--- src/rtl/sid_write_master.sv ---
// Buffers SID register writes in a small FIFO and replays each one on the chip bus
// as a SETUP / STROBE / HOLD cycle with programmable phase lengths.
module sid_write_master #(
    parameter int SETUP_CYC  = 1,
    parameter int STROBE_CYC = 2,
    parameter int HOLD_CYC   = 1,
    parameter int FIFO_DEPTH = 4
) (
    input  logic       clk,
    input  logic       rst_n,
    input  logic       in_valid,
    output logic       in_ready,
    input  logic [1:0] in_voice,
    input  logic [2:0] in_addr,
    input  logic [7:0] in_data,
    output logic [7:0] sid_ui,
    output logic [7:0] sid_uio,
    output logic       busy,
    output logic       wr_done
);
    localparam int AW = $clog2(FIFO_DEPTH);
    localparam logic [AW:0]   DEPTH_C   = (AW+1)'(FIFO_DEPTH);
    localparam logic [AW:0]   CNT_ONE   = (AW+1)'(1);
    localparam logic [AW-1:0] PTR_ONE   = AW'(1);
    localparam logic [3:0]    SETUP_LD  = 4'(SETUP_CYC - 1);
    localparam logic [3:0]    STROBE_LD = 4'(STROBE_CYC - 1);
    localparam logic [3:0]    HOLD_LD   = 4'(HOLD_CYC - 1);

    typedef enum logic [1:0] {IDLE, SETUP, STROBE, HOLD} state_t;

    logic [12:0]   mem [FIFO_DEPTH];
    logic [12:0]   head;
    logic [12:0]   cmd_q;
    logic [AW-1:0] wr_ptr, rd_ptr;
    logic [AW:0]   count, count_next;
    logic          push, pop, empty, full;
    state_t        state, state_next;
    logic [3:0]    cnt, cnt_next;
    logic          strobe_q, strobe_d, wr_done_d, busy_d;

    assign full     = (count == DEPTH_C);
    assign empty    = (count == '0);
    assign in_ready = !full;
    // A full FIFO refuses even when the sequencer pops on the same edge.
    assign push     = in_valid && !full;
    assign head     = mem[rd_ptr];

    always_ff @(posedge clk) begin
        if (push) mem[wr_ptr] <= {in_voice, in_addr, in_data};
    end

    always_comb begin
        count_next = count;
        if (push && !pop)      count_next = count + CNT_ONE;
        else if (pop && !push) count_next = count - CNT_ONE;
    end

    always_ff @(posedge clk or negedge rst_n) begin
        if (!rst_n) begin
            wr_ptr <= '0;
            rd_ptr <= '0;
            count  <= '0;
        end else begin
            if (push) wr_ptr <= wr_ptr + PTR_ONE;
            if (pop)  rd_ptr <= rd_ptr + PTR_ONE;
            count <= count_next;
        end
    end

    always_ff @(posedge clk or negedge rst_n) begin
        if (!rst_n) begin
            state <= IDLE;
            cnt   <= '0;
        end else begin
            state <= state_next;
            cnt   <= cnt_next;
        end
    end

    // cnt holds the remaining cycles of the current phase; zero marks its last cycle.
    always_comb begin
        state_next = state;
        cnt_next   = cnt;
        pop        = 1'b0;
        unique case (state)
            IDLE: begin
                if (!empty) begin
                    pop        = 1'b1;
                    state_next = SETUP;
                    cnt_next   = SETUP_LD;
                end
            end
            SETUP: begin
                if (cnt == '0) begin
                    state_next = STROBE;
                    cnt_next   = STROBE_LD;
                end else begin
                    cnt_next = cnt - 4'd1;
                end
            end
            STROBE: begin
                if (cnt == '0) begin
                    state_next = HOLD;
                    cnt_next   = HOLD_LD;
                end else begin
                    cnt_next = cnt - 4'd1;
                end
            end
            HOLD: begin
                if (cnt != '0) begin
                    cnt_next = cnt - 4'd1;
                end else if (!empty) begin
                    pop        = 1'b1;
                    state_next = SETUP;
                    cnt_next   = SETUP_LD;
                end else begin
                    state_next = IDLE;
                    cnt_next   = '0;
                end
            end
            default: begin
                state_next = IDLE;
                cnt_next   = '0;
            end
        endcase
    end

    // Outputs are precomputed from next-state values so they leave the block registered.
    always_comb begin
        strobe_d  = (state_next == STROBE);
        wr_done_d = (state_next == HOLD) && (cnt_next == '0);
        busy_d    = (count_next != '0) || (state_next != IDLE);
    end

    always_ff @(posedge clk or negedge rst_n) begin
        if (!rst_n) begin
            strobe_q <= 1'b0;
            wr_done  <= 1'b0;
            busy     <= 1'b0;
            cmd_q    <= '0;
        end else begin
            strobe_q <= strobe_d;
            wr_done  <= wr_done_d;
            busy     <= busy_d;
            if (pop) cmd_q <= head;
        end
    end

    assign sid_ui  = {strobe_q, 2'b00, cmd_q[12:8]};
    assign sid_uio = cmd_q[7:0];

endmodule

--- config.mk ---
export PLATFORM = sky130hd
export DESIGN_NAME = sid_write_master
export DESIGN_NICKNAME = d
export VERILOG_FILES = /design/src/rtl/sid_write_master.sv
export SDC_FILE = /design/constraint.sdc
export NUM_CORES = 1
export LEC_CHECK = 0
export CAP_MARGIN = 10
export CORE_ASPECT_RATIO = 0.5
export CORE_MARGIN = 2
export CORE_UTILIZATION = 45
export CTS_CLUSTER_SIZE = 12
export DETAILED_ROUTE_END_ITERATION = 8
export PLACE_DENSITY = 0.7
export RECOVER_POWER = 100
export SLEW_MARGIN = 20
export SYNTH_ARGS = -nofsm -noshare
export SYNTH_HDL_FRONTEND = slang
export SYNTH_SLANG_ARGS = --single-unit
--- constraint.sdc ---
create_clock -name clk -period 2.06 [get_ports clk]
set_input_delay 0.206 -clock clk [delete_from_list [all_inputs] [get_ports clk]]
set_output_delay 0.206 -clock clk [all_outputs]
set_load 0.03 [all_outputs]
[After elaboration in Yosys (flattened, before gate mapping)]
Memory sizes are Yosys's and may differ from the RTL's. A register that Yosys moved wholly into a read port is not among the register bits.
Index checks and enable logic that the tools add are counted.
Storage, ports and cells
  register bits after elaboration: 16
  memory bits (writable): 52
  bits of input ports: 16
  output and inout port bits: 19
  word-level logic and storage cells: 54
  memories: 1
Memory list
  mem: words 4, bits a word 13, rd ports 1, clocked after memory_dff 1, write ports 1, RTL line 31  | logic [12:0] mem [FIFO_DEPTH];
Cells by class
  add/subtract/negate cells: 5
  eq/ne operators: 6
  muxes and demuxes: 18
  reductions and logical operators: 16
Operator list (number)
  2-to-1 mux 4 bit: 4
  case mux 4 bit (4 select lines): 1
  == test 2 bit, second input constant: 4
  zero test 4 bit: 2
  2-to-1 mux 2 bit: 4
  case mux 2 bit (4 select lines): 1
  2-to-1 mux 3 bit: 2
  2-to-1 mux 1 bit: 5
  adder 2 x 1 -> 2 bit, second input constant: 2
  logical AND 1 bit: 4
  zero test 1 bit: 4
  nonzero test 4 bit: 1
  subtractor 4 x 1 -> 4 bit, second input constant: 1
  adder 3 x 1 -> 3 bit, second input constant: 1
  == test 3 bit, second input constant: 1
  zero test 3 bit: 1
  nonzero test 3 bit: 1
  subtractor 3 x 1 -> 3 bit, second input constant: 1
  == test 2 x 1 -> 1 bit, second input constant: 1
  zero test 2 bit: 1
  case mux 1 bit (2 select lines): 1
  nonzero test 2 bit: 1
  logical OR 1 bit: 1

[Logic depth before layout (Yosys ltp)]
Gate-level depths: netlist (run 1).
  word-level depth: 9
  depth in mapped cells: 8
  mapped depth without buffers: 7

[Least setup slack after synthesis (run 1)]
No wires, ideal clock.
  path type: reg-to-reg
  from: reg count[0]
  to: mem mem[0][0], enable pin
  library setup time: 0.361 ns
  arrival: 1.769 ns
  required time: 1.699 ns
  path slack: -0.070 ns
  cell stages (with the launch flop): 6
  buffers on the path: 1
  period minus slack after synthesis: 2.130 ns
  cells stage by stage: dfrtp_1 > inv_1 > ha_1 > a21boi_0 > clkbuf_1 > and2_1
On the way
  cells in the longest elaborated chain, start to end: 5
RTL lines
  from (decl): RTL line 35  | logic [AW:0] count, count_next;
  from (signal assigned): RTL line 66  | count <= count_next;
  == test 3 bit: RTL line 41  | assign full = (count == DEPTH_C);
  zero test 1 bit: RTL line 45  | assign push = in_valid && !full;
  logical AND 1 bit: RTL line 45
  2-to-1 mux 1 bit: RTL line 49  | if (push) mem[wr_ptr] <= {in_voice, in_addr, in_data};
  2-to-1 mux 1 bit (not written as such): RTL line 49
  to (decl): RTL line 31
No other way between the ends.

[Final worst setup path (run 1)]
  from: reg state[0]
  to: reg busy
On the way
  elaborated cells on any way between the ends: 18
  those cells by class: 3 x eq/ne; 8 x mux; 7 x reduce/logical
RTL lines
  from (decl): RTL line 37  | state_t state, state_next;
  from (signal assigned): RTL line 75  | state <= state_next;
  == test 2 bit (tied with other cells): RTL line 85  | unique case (state)
  case mux 2 bit (4 select lines) (*): RTL line 85
  named net state_next[0]: RTL line 37
  nonzero test 2 bit (*): RTL line 132  | busy_d = (count_next != '0) || (state_next != IDLE);
  logical OR 1 bit (*): RTL line 132
  named net busy_d: RTL line 39  | logic strobe_q, strobe_d, wr_done_d, busy_d;
  to (signal assigned): RTL line 144  | busy <= busy_d;
  to (decl): RTL line 18  | output logic busy,
The timed path passes the listed nets; every way through them passes the cells marked *.
A chain may end at the register's enable or synchronous reset.

==> summary.md, run 1 <==
| Metric | Value |
|---|---|
| FF-to-FF setup slack | `0.03 ns` |
| Crit. End Element | `flop` |
| Dpl ws | `-0.01657 ns` |
| First-pass DRT Iterations | `4` |
| Root buffer cell | `clkbuf_16` |
| Final setup viols | `0` |
| Max stage delay on crit path | `0.49 ns` |
| Reg clk slew, reported paths | `0.06 ns` |
| Final GP Congestion | `0.7726` |
| Synthesized area | `0.003450 sq mm` |
| Total power | `0.007175 W` |
| Via-per-instance ratio | `5.306` |
| Clk pwr share | `21.0%` |
| Highest metal used | `met4` |
| Commonest cells post-synth | `52 x edfxtp_1, 29 x dfrtp_1, 14 x ha_1` |
| Flops & latches, synth | `81` |
| Internal Power | `0.004710 W` |
| Wl on met1 | `2436 um` |
| PortBufs | `32` |
| Cells on worst reg2reg path | `7` |
| MaxCap Viol Count | `0` |
| Fmax | `0.4924 GHz` |
| Starting DRT DRC Count | `87` |
| Clock sinks | `81` |
| Pwr dens | `1647 mW/mm^2` |
| Full die area | `0.008425 sq mm` |
| CP max stage cell | `or4b_4` |
| Met3 wire length | `163 um` |
| CTS Hold Bufs | `0` |
| CP delay by family, top | `simple AND/OR/NAND/NOR gates` |
| CTS tree | `yes` |
| CP Launch Type | `flop` |
| H-Tree Depth | `3` |
| WP buf/inv | `1` |
| RSZ-0062 raised after global routing | `yes` |
| Seq/Total Area, Yosys | `66.30%` |
| Ports | `35` |
| Yosys Warn Count | `0` |
| Clk buf depth | `2` |
| Vias in the first global route | `1925` |
| First-pass GRT wire length | `9252 um` |
| Max VDD drop | `0.7927 mV` |
| Final #Nets | `282` |
| CTS buffer count | `9` |
| Slew HR | `51.43%` |
| DP Area | `0.003920 sq mm` |
| Total Neg Setup Slack | `0 ns` |
| Post-DP HPWL | `3752 um` |
| Syn_area_per_cell | `16.91 sq um` |
| Antenna Violating Nets Remaining | `0` |
| Top cell type by total area after synthesis | `edfxtp_1` |
| Static Leak | `1.628 nW` |
| Worst R2R End | `busy` |
| Flop pwr share | `35.0%` |
| Post-synth ARST share | `35.80%` |
| Area Overhead vs Synth | `26.26%` |
| Final setup skew | `0.004738 ns` |
| Drt wl/cell | `16.35 um` |
| Top-count cell post-synth | `edfxtp_1` |
| Final period util | `98.59%` |
| Core region area | `0.007377 sq mm` |
| Gate power share | `44.0%` |
| Switching power | `0.002466 W` |
| Arr. time, crit path | `2.24 ns` |
| Final Max Slew Viols | `0` |
| Setup CP Type | `reg -> reg` |
| Synth unique cells | `49` |
| Initial Util | `46.76%` |
| Outcome | `finished clean` |
| Via Count | `1873` |
| Tightest Pin Transition | `0.7286 ns` |
| Drc violations | `0` |
| Cells after Synth | `204` |
| Die Height | `65.91 um` |
| Gr ovfl total | `0` |
| CP max FO | `4` |
| Inserted Diodes | `0` |
| Total track usage | `14.80%` |
| HP Class | `in -> async` |
| RR Startpoint | `state[0]` |
| Die width | `127.8 um` |
| Core Rows | `22` |
| Period minus WS final | `2.031 ns` |
| Slack of the critical path | `0.02899 ns` |
| Hold Violations, Final | `0` |
| Layout cells sized above 1 | `33.85%` |
| Met2 wire length | `3072 um` |
| CP required | `2.27 ns` |
| Ys flop type | `edfxtp_1` |
| Total Wirelength | `5770 um` |
| Sw frac | `34.36%` |
| Largest net degree at the start of global routing | `30` |
| Crit-path cells | `inv_2 -> ha_4 -> or4b_4 -> a21oi_4 -> o31ai_4 -> or2_0 -> a311o_1` |
| Design area | `0.004355 sq mm` |
| Post-synth EDFFs | `52` |
| Area share of the largest cell type after synthesis | `45.27%` |
| Clock Latency Late Sink | `0.32 ns` |
| Antenna violations before repair | `0` |
| Largest cells by area after synthesis | `edfxtp_1 45%, dfrtp_1 21%, mux4_2 8.5%` |
==> final cells by class <==
class	count	area, sq um
clock buffers	10	229.0
clock inverters	6	58.81
fillers	542	3022
inverters	13	48.80
multi-input cells	101	1182
flip-flops and latches	81	2290
well taps	96	120.1
repair buffers	46	426.7
==> cells in the final DEF (no fill, tap or decap), types with 2 or more instances in the layout <==
cell type and count:
and2_2 4, dfrtp_2 2, nand3_1 2, nor2_1 4, ha_1 8, mux2_2 13
ha_2 3, edfxtp_1 52, a21oi_1 2, dlygate4sd3_1 14, o32ai_2 2, conb_1 2
o21ai_0 4, inv_1 9, mux4_2 13, xor2_1 2, o31ai_1 2, xnor2_1 3
inv_2 4, nand2_1 3, clkinv_1 2, clkbuf_16 9, ha_4 3, buf_4 12
clkdlybuf4s50_1 18, dfrtp_1 27
==> power by group through the flow <==
| stage | clock [W] | sequential (W) | combinational, W |
|---|---|---|---|
| detailed placement | 0 | 0.00253 | 0.00288 |
| floorplan | 0 | 0.00276 | 0.00174 |
| global route | 0.00161 | 0.00256 | 0.00343 |
| global placement | 0 | 0.00250 | 0.00280 |
| finish | 0.00151 | 0.00251 | 0.00316 |
| CTS | 0.00154 | 0.00250 | 0.00293 |
==> cells by family after synthesis <==
kind of cell	count (synthesis)	synth area share (%)
mux	26	12.73
fa+ha+maj	14	5.078
simple gates	31	6.203
buf+inv	23	3.192
other cells	1	0.1087
compound gates	22	4.861
xor+xnor	6	1.524
flops	81	66.30
==> how the worst max path moves through the flow <==
stage / startpoint / to / slack (ns) / cells after the start
after floorplan: count[0] / mem[0][0] / 0.07 / 5
after global placement: state[0] / busy / 0.05 / 7
after detailed placement: state[0] / busy / -0.02 / 7
after CTS: state[0] / wr_done / 0.004 / 7
after global routing: state[0] / busy / -0.04 / 8
final: state[0] / busy / 0.03 / 7
==> state kept, by name, indices dropped and copies added (netlist names) <==
name / flops
cnt: 4
busy: 1
count: 3
wr_ptr: 2
strobe_q: 1
cmd_q: 13
wr_done: 1
rd_ptr: 2
state: 2
mem: 52
==> through the flow <==
step           util, %  hold WS, ns  instances
3_5_place_dp     53.14       0.4914        334
2_1_floorplan        -     -0.08959        205
4_1_cts          57.31       0.2841        352
6_report         59.04       0.4733        353
3_3_place_gp     53.14       0.4868        334
5_1_grt          59.04       0.5187        353
==> layer usage <==
metal	vias up	global-route usage, %
li1	864	-
met1	964	16.67
met2	35	27.14
met3	10	3.641
met4	0	6.731
met5	-	0
==> timing repair <==
action                                  in CTS  in global routing
buffers inserted                             2                  1
pin swaps                                    1                  4
resized for setup                            3                 27
endpoints found under the setup margin       2                 11
Note: power is estimated with default switching activity, not from simulation.
==> run 2, diff against run 1 <==
- SKIP_LAST_GASP: default -> 1
==> run 2 against run 1 <==
Sequential share of layout area unchanged. Count of clock-buffer cells in the layout did not move. Combinational power about the same. Largest power group unchanged.
==> summary.md, run 2 (synthesized netlist as in run 1, its figures left out) <==
| Metric | Value |
|---|---|
| Outcome | `finished clean` |
| CTS Hold Bufs | `0` |
| Most flops, register | `mem` |
| Die width | `127.8 um` |
| Arr. time, crit path | `2.24 ns` |
| Antenna violations before repair | `0` |
| FILL cells | `542` |
| Pwr dens | `1649 mW/mm^2` |
| Flop pwr share | `35.0%` |
| MaxCap Viol Count | `0` |
| CP Launch Type | `flop` |
| Antenna Violating Nets Remaining | `0` |
| Hold_ws | `0.4738 ns` |
| Hold Violations, Final | `0` |
| Final setup viols | `0` |
| Drt wl/cell | `16.46 um` |
| Final Core Density | `59.04%` |
| Clk pwr share | `21.0%` |
| Largest net degree at the start of global routing | `30` |
| Final period util | `98.61%` |
| CTS buffer count | `9` |
| Sw frac | `34.43%` |
| Core Rows | `22` |
| Die Height | `65.91 um` |
| Most common cell after layout, fill and taps aside | `edfxtp_1` |
| Max VDD drop | `0.7936 mV` |
| Area of the multi-input gates | `0.001182 sq mm` |
| Static Leak | `1.628 nW` |
| Fmax | `0.4923 GHz` |
| Reg area | `0.002290 sq mm` |
| Clock Latency Late Sink | `0.32 ns` |
| CP required | `2.27 ns` |
| Total Wirelength | `5809 um` |
| Tightest Pin Transition | `0.7296 ns` |
| Internal Power | `0.004710 W` |
| Max reg flops | `52` |
| H-Tree Depth | `3` |
| Total track usage | `14.80%` |
| Clock sinks | `81` |
| Final Max Slew Viols | `0` |
| Layout cells sized above 1 | `33.85%` |
| Largest regs | `mem: 52 flops, cmd_q: 13 flops, cnt: 4 flops` |
| Area Overhead vs Synth | `26.26%` |
| Gr ovfl total | `0` |
| Switching power | `0.002473 W` |
| Drc violations | `0` |
| Core region area | `0.007377 sq mm` |
| Period minus WS final | `2.031 ns` |
| First-pass DRT Iterations | `4` |
| Via Count | `1865` |
| First-pass GRT wire length | `9252 um` |
| Root buffer cell | `clkbuf_16` |
| Full die area | `0.008425 sq mm` |
| PortBufs | `32` |
| Reg clk slew, reported paths | `0.06 ns` |
| Final setup skew | `0.004958 ns` |
| Crit. End Element | `flop` |
| Final non-filler cell total | `353` |
| RSZ-0062 raised after global routing | `yes` |
| Final GP Congestion | `0.7726` |
| Ports | `35` |
| Most frequent cells in the layout | `52 x edfxtp_1, 27 x dfrtp_1, 18 x clkdlybuf4s50_1` |
| Initial Util | `46.76%` |
| HP Class | `in -> async` |
| Inserted Diodes | `0` |
| Gate power share | `44.1%` |
| Slew HR | `51.36%` |
| Starting DRT DRC Count | `81` |
| CTS tree | `yes` |
| Clk buf depth | `2` |
| CP max FO | `4` |
| Via-per-instance ratio | `5.283` |
| Final #Nets | `282` |
| Setup CP Type | `reg -> reg` |
| Vias in the first global route | `1925` |
| Placed cells | `334` |
| Post-DP HPWL | `3752 um` |
==> run 2: power groups by stage <==
stage / sequential [W] / clock, W / combinational, W
floorplan: 0.00276 / 0 / 0.00174
CTS: 0.00250 / 0.00154 / 0.00293
global route: 0.00256 / 0.00161 / 0.00343
detailed placement: 0.00253 / 0 / 0.00288
global placement: 0.00250 / 0 / 0.00280
finish: 0.00251 / 0.00151 / 0.00316
==> run 2: path summary, 6_finish.rpt <==
kind                          start         to  slack [ns]  depth (start not counted)
min reg2reg                cmd_q[7]   cmd_q[7]        0.50                          1
min in group clk           cmd_q[7]   cmd_q[7]        0.50                          1
max in group asynchronous     rst_n   state[1]        1.08                          2
max reg2reg                state[0]       busy        0.03                          7
min                           rst_n  cmd_q[11]        0.47                          2
max                        state[0]       busy        0.03                          7
==> run 2: critical path: stages, from the launching register on <==
cell and delay, ns:
dfrtp_2 0.41, inv_2 0.07, ha_4 0.18, or4b_4 0.49
a21oi_4 0.15, o31ai_4 0.08, or2_0 0.21, a311o_1 0.32
==> run 2: cell type report <==
class | count | area share (%)
flip-flops and latches | 81 | 52.57
multi-input cells | 101 | 27.15
repair buffers | 46 | 9.796
clock buffers | 10 | 5.257
well taps | 96 | 2.758
clock inverters | 6 | 1.350
inverters | 13 | 1.120
==> run 2: through the flow <==
stage | worst slack [ns] | cell area [sq um] | TNS (ns) | power, W
2_1_floorplan | 0.07040 | 3458 | 0 | 0.004501
3_3_place_gp | 0.04988 | 3920 | 0 | 0.005298
3_5_place_dp | -0.01657 | 3920 | -0.01657 | 0.005407
4_1_cts | 0.004036 | 4228 | 0 | 0.006968
5_1_grt | -0.04174 | 4355 | -0.06497 | 0.007610
6_report | 0.02859 | 4355 | 0 | 0.007183
==> run 2: metal layers <==
layer / global-route usage (%) / up-vias / part of all wire, %
met5: 0 / - / 0
met4: 6.731 / 0 / 1.7
met3: 3.641 / 10 / 2.9
met2: 27.14 / 33 / 53
met1: 16.67 / 959 / 43
li1: - / 863 / -
==> run 2: timing repair <==
action / CTS / global route
buffers inserted: 2 / 1
resized for setup: 3 / 27
pin swaps: 1 / 4
setup endpoints to repair: 2 / 11
cloned: 0 / 0
==> run 3, diff against run 2 <==
- CAP_MARGIN: 10 -> default
- PLACE_DENSITY: 0.7 -> 0.74
==> run 3 against run 2 <==
Hold slack improved by 0.029 ns. Final area hardly changed. Cell count is 2.0% higher. Count of clock-buffer cells in the layout did not move. Global-route usage rose by 2.0 points. Critical endpoint unchanged. Largest cell class unchanged. Clock skew increased by 0.0027 ns. First-iteration DRC count grew 84%. Maximum frequency is 0.51% lower. Non-clock buffer count increased by 7. Sequential share of layout area about the same.
==> summary.md, run 3 (synthesized netlist as in run 1, its figures left out) <==
| Metric | Value |
|---|---|
| Outcome | `finished clean` |
| Inserted Diodes | `0` |
| Antenna violations before repair | `0` |
| Pwr dens | `1677 mW/mm^2` |
| First-pass GRT wire length | `10210 um` |
| FILL cells | `556` |
| CTS Hold Bufs | `0` |
| Vias in the first global route | `2026` |
| Crit. End Element | `flop` |
| Via-per-instance ratio | `5.308` |
| Sw frac | `34.73%` |
| Final GP Congestion | `0.8825` |
| Switching power | `0.002536 W` |
| Die Height | `65.91 um` |
| Slew HR | `40.73%` |
| First-pass DRT Iterations | `4` |
| Antenna Violating Nets Remaining | `0` |
| H-Tree Depth | `3` |
| Hold path start | `cmd_q[10]` |
| Max VDD drop | `0.5698 mV` |
| Reg clk slew, reported paths | `0.06 ns` |
| Ports | `35` |
| Drt wl/cell | `17.41 um` |
| Drc violations | `0` |
| Core region area | `0.007377 sq mm` |
| RR Startpoint | `state[0]` |
| CTS buffer count | `9` |
| CP Launch Type | `flop` |
| Clk pwr share | `21.9%` |
| Final Max Slew Viols | `0` |
| Final non-filler cell total | `360` |
| Period minus WS final | `2.042 ns` |
| Total Neg Setup Slack | `0 ns` |
| RSZ-0062 raised after global routing | `yes` |
| CP max stage cell | `or4b_4` |
| PortBufs | `32` |
| Final period util | `99.12%` |
| Post-DP HPWL | `4054 um` |
| Arr. time, crit path | `2.26 ns` |
| Fmax | `0.4898 GHz` |
| Gate power share | `43.9%` |
| Starting DRT DRC Count | `149` |
| Static Leak | `1.672 nW` |
| Hold Violations, Final | `0` |
| Placed cells | `336` |
| Hold_ws | `0.5032 ns` |
| HP Class | `reg -> reg` |
| Internal Power | `0.004765 W` |
| Clock sinks | `81` |
| Initial Util | `46.76%` |
| Flop pwr share | `34.1%` |
| Crit-path cells | `inv_1 -> ha_2 -> or4b_4 -> a21oi_4 -> o31ai_4 -> or2_0 -> a311o_1` |
| Root buffer cell | `clkbuf_16` |
| CTS tree | `yes` |
| CP required | `2.28 ns` |
| Setup CP Type | `reg -> reg` |
| Max stage delay on crit path | `0.50 ns` |
| Most common cell after layout, fill and taps aside | `edfxtp_1` |
| Gr ovfl total | `0` |
| Largest net degree at the start of global routing | `16` |
| Total Wirelength | `6268 um` |
| Most flops, register | `mem` |
| Most frequent cells in the layout | `52 x edfxtp_1, 29 x dfrtp_1, 18 x dlygate4sd3_1` |
| Die width | `127.8 um` |
| CP max FO | `4` |
| Clock Latency Late Sink | `0.33 ns` |
| Final setup skew | `0.007666 ns` |
| Critical path launch point | `state[0]` |
| Total power | `0.007301 W` |
| Full die area | `0.008425 sq mm` |
| Max reg flops | `52` |
| Tightest Pin Transition | `0.8890 ns` |
| Total track usage | `16.76%` |
| Layout cells sized above 1 | `32.20%` |
| Via Count | `1911` |
| Area Overhead vs Synth | `26.22%` |
| Largest regs | `mem: 52 flops, cmd_q: 13 flops, cnt: 4 flops` |
| Clk buf depth | `2` |
| MaxCap Viol Count | `0` |
| Final #Nets | `289` |
| Core Rows | `22` |
| Final setup viols | `0` |
run 3: changes by cell type in the layout (fill, tap and decap cells not counted), sizes merged:
cell           delta
inv               +3
dlygate4sd3       +4
clkbuf            +1
clkinvlp          -1
clkdlybuf4s50     -4
clkinv            -2
buf               +6
run 3: worst max-delay path: cells and delay by family (launching register included):
family	cells	cell delay, ns
DFF	1	0.38
AOI/OAI and AO/OA	3	0.56
and+or+nand+nor	2	0.71
buffers and inverters	1	0.08
adders and majority gates	1	0.19
run 3: path summary, 6_finish.rpt:
check                      slack, ns        end  cells past startpoint
max in group asynchronous       0.97     cnt[1]                      2
hold reg to reg                 0.50  cmd_q[10]                      1
setup / recovery                0.02       busy                      7
min in group asynchronous       0.52   cmd_q[3]                      2
hold / removal                  0.50  cmd_q[10]                      1
setup reg to reg                0.02       busy                      7
run 3: stage by stage:
step / worst slack, ns / util [%] / area, sq um
global route: -0.06556 / 59.02 / 4354
finish: 0.01816 / 59.02 / 4354
detailed placement: -0.04679 / 53.34 / 3935
CTS: 0.005928 / 58.11 / 4287
floorplan: 0.07040 / - / 3458
global placement: 0.04159 / 53.34 / 3935
run 3: power groups by stage:
stage | clock (W) | combinational, W | sequential [W]
6_report | 0.00160 | 0.00321 | 0.00249
5_1_grt | 0.00170 | 0.00346 | 0.00254
4_1_cts | 0.00163 | 0.00308 | 0.00249
3_5_place_dp | 0 | 0.00293 | 0.00253
3_3_place_gp | 0 | 0.00283 | 0.00249
2_1_floorplan | 0 | 0.00174 | 0.00276
run 3: timing repair:
action                                  4_1_cts  5_1_grt
buffers inserted                              1        7
endpoints found under the setup margin        2       56
gates resized for setup                      10        7
pin swaps                                     0        2
run 3: cell type report:
class | count | area (sq um) | share of cell area (%)
Sequential cell | 81 | 2287 | 52.53
Tap cell | 96 | 120.1 | 2.759
Multi-Input combinational cell | 101 | 1110 | 25.49
Clock buffer | 10 | 229.0 | 5.259
Timing Repair Buffer | 53 | 486.7 | 11.18
Inverter | 13 | 48.80 | 1.121
Clock inverter | 6 | 72.57 | 1.667
run 3: per-layer routing:
layer,track usage [%],routed length [um]
met5,0,0
met4,6.319,68
met3,6.392,232
met2,29.21,3302
met1,19.12,2666
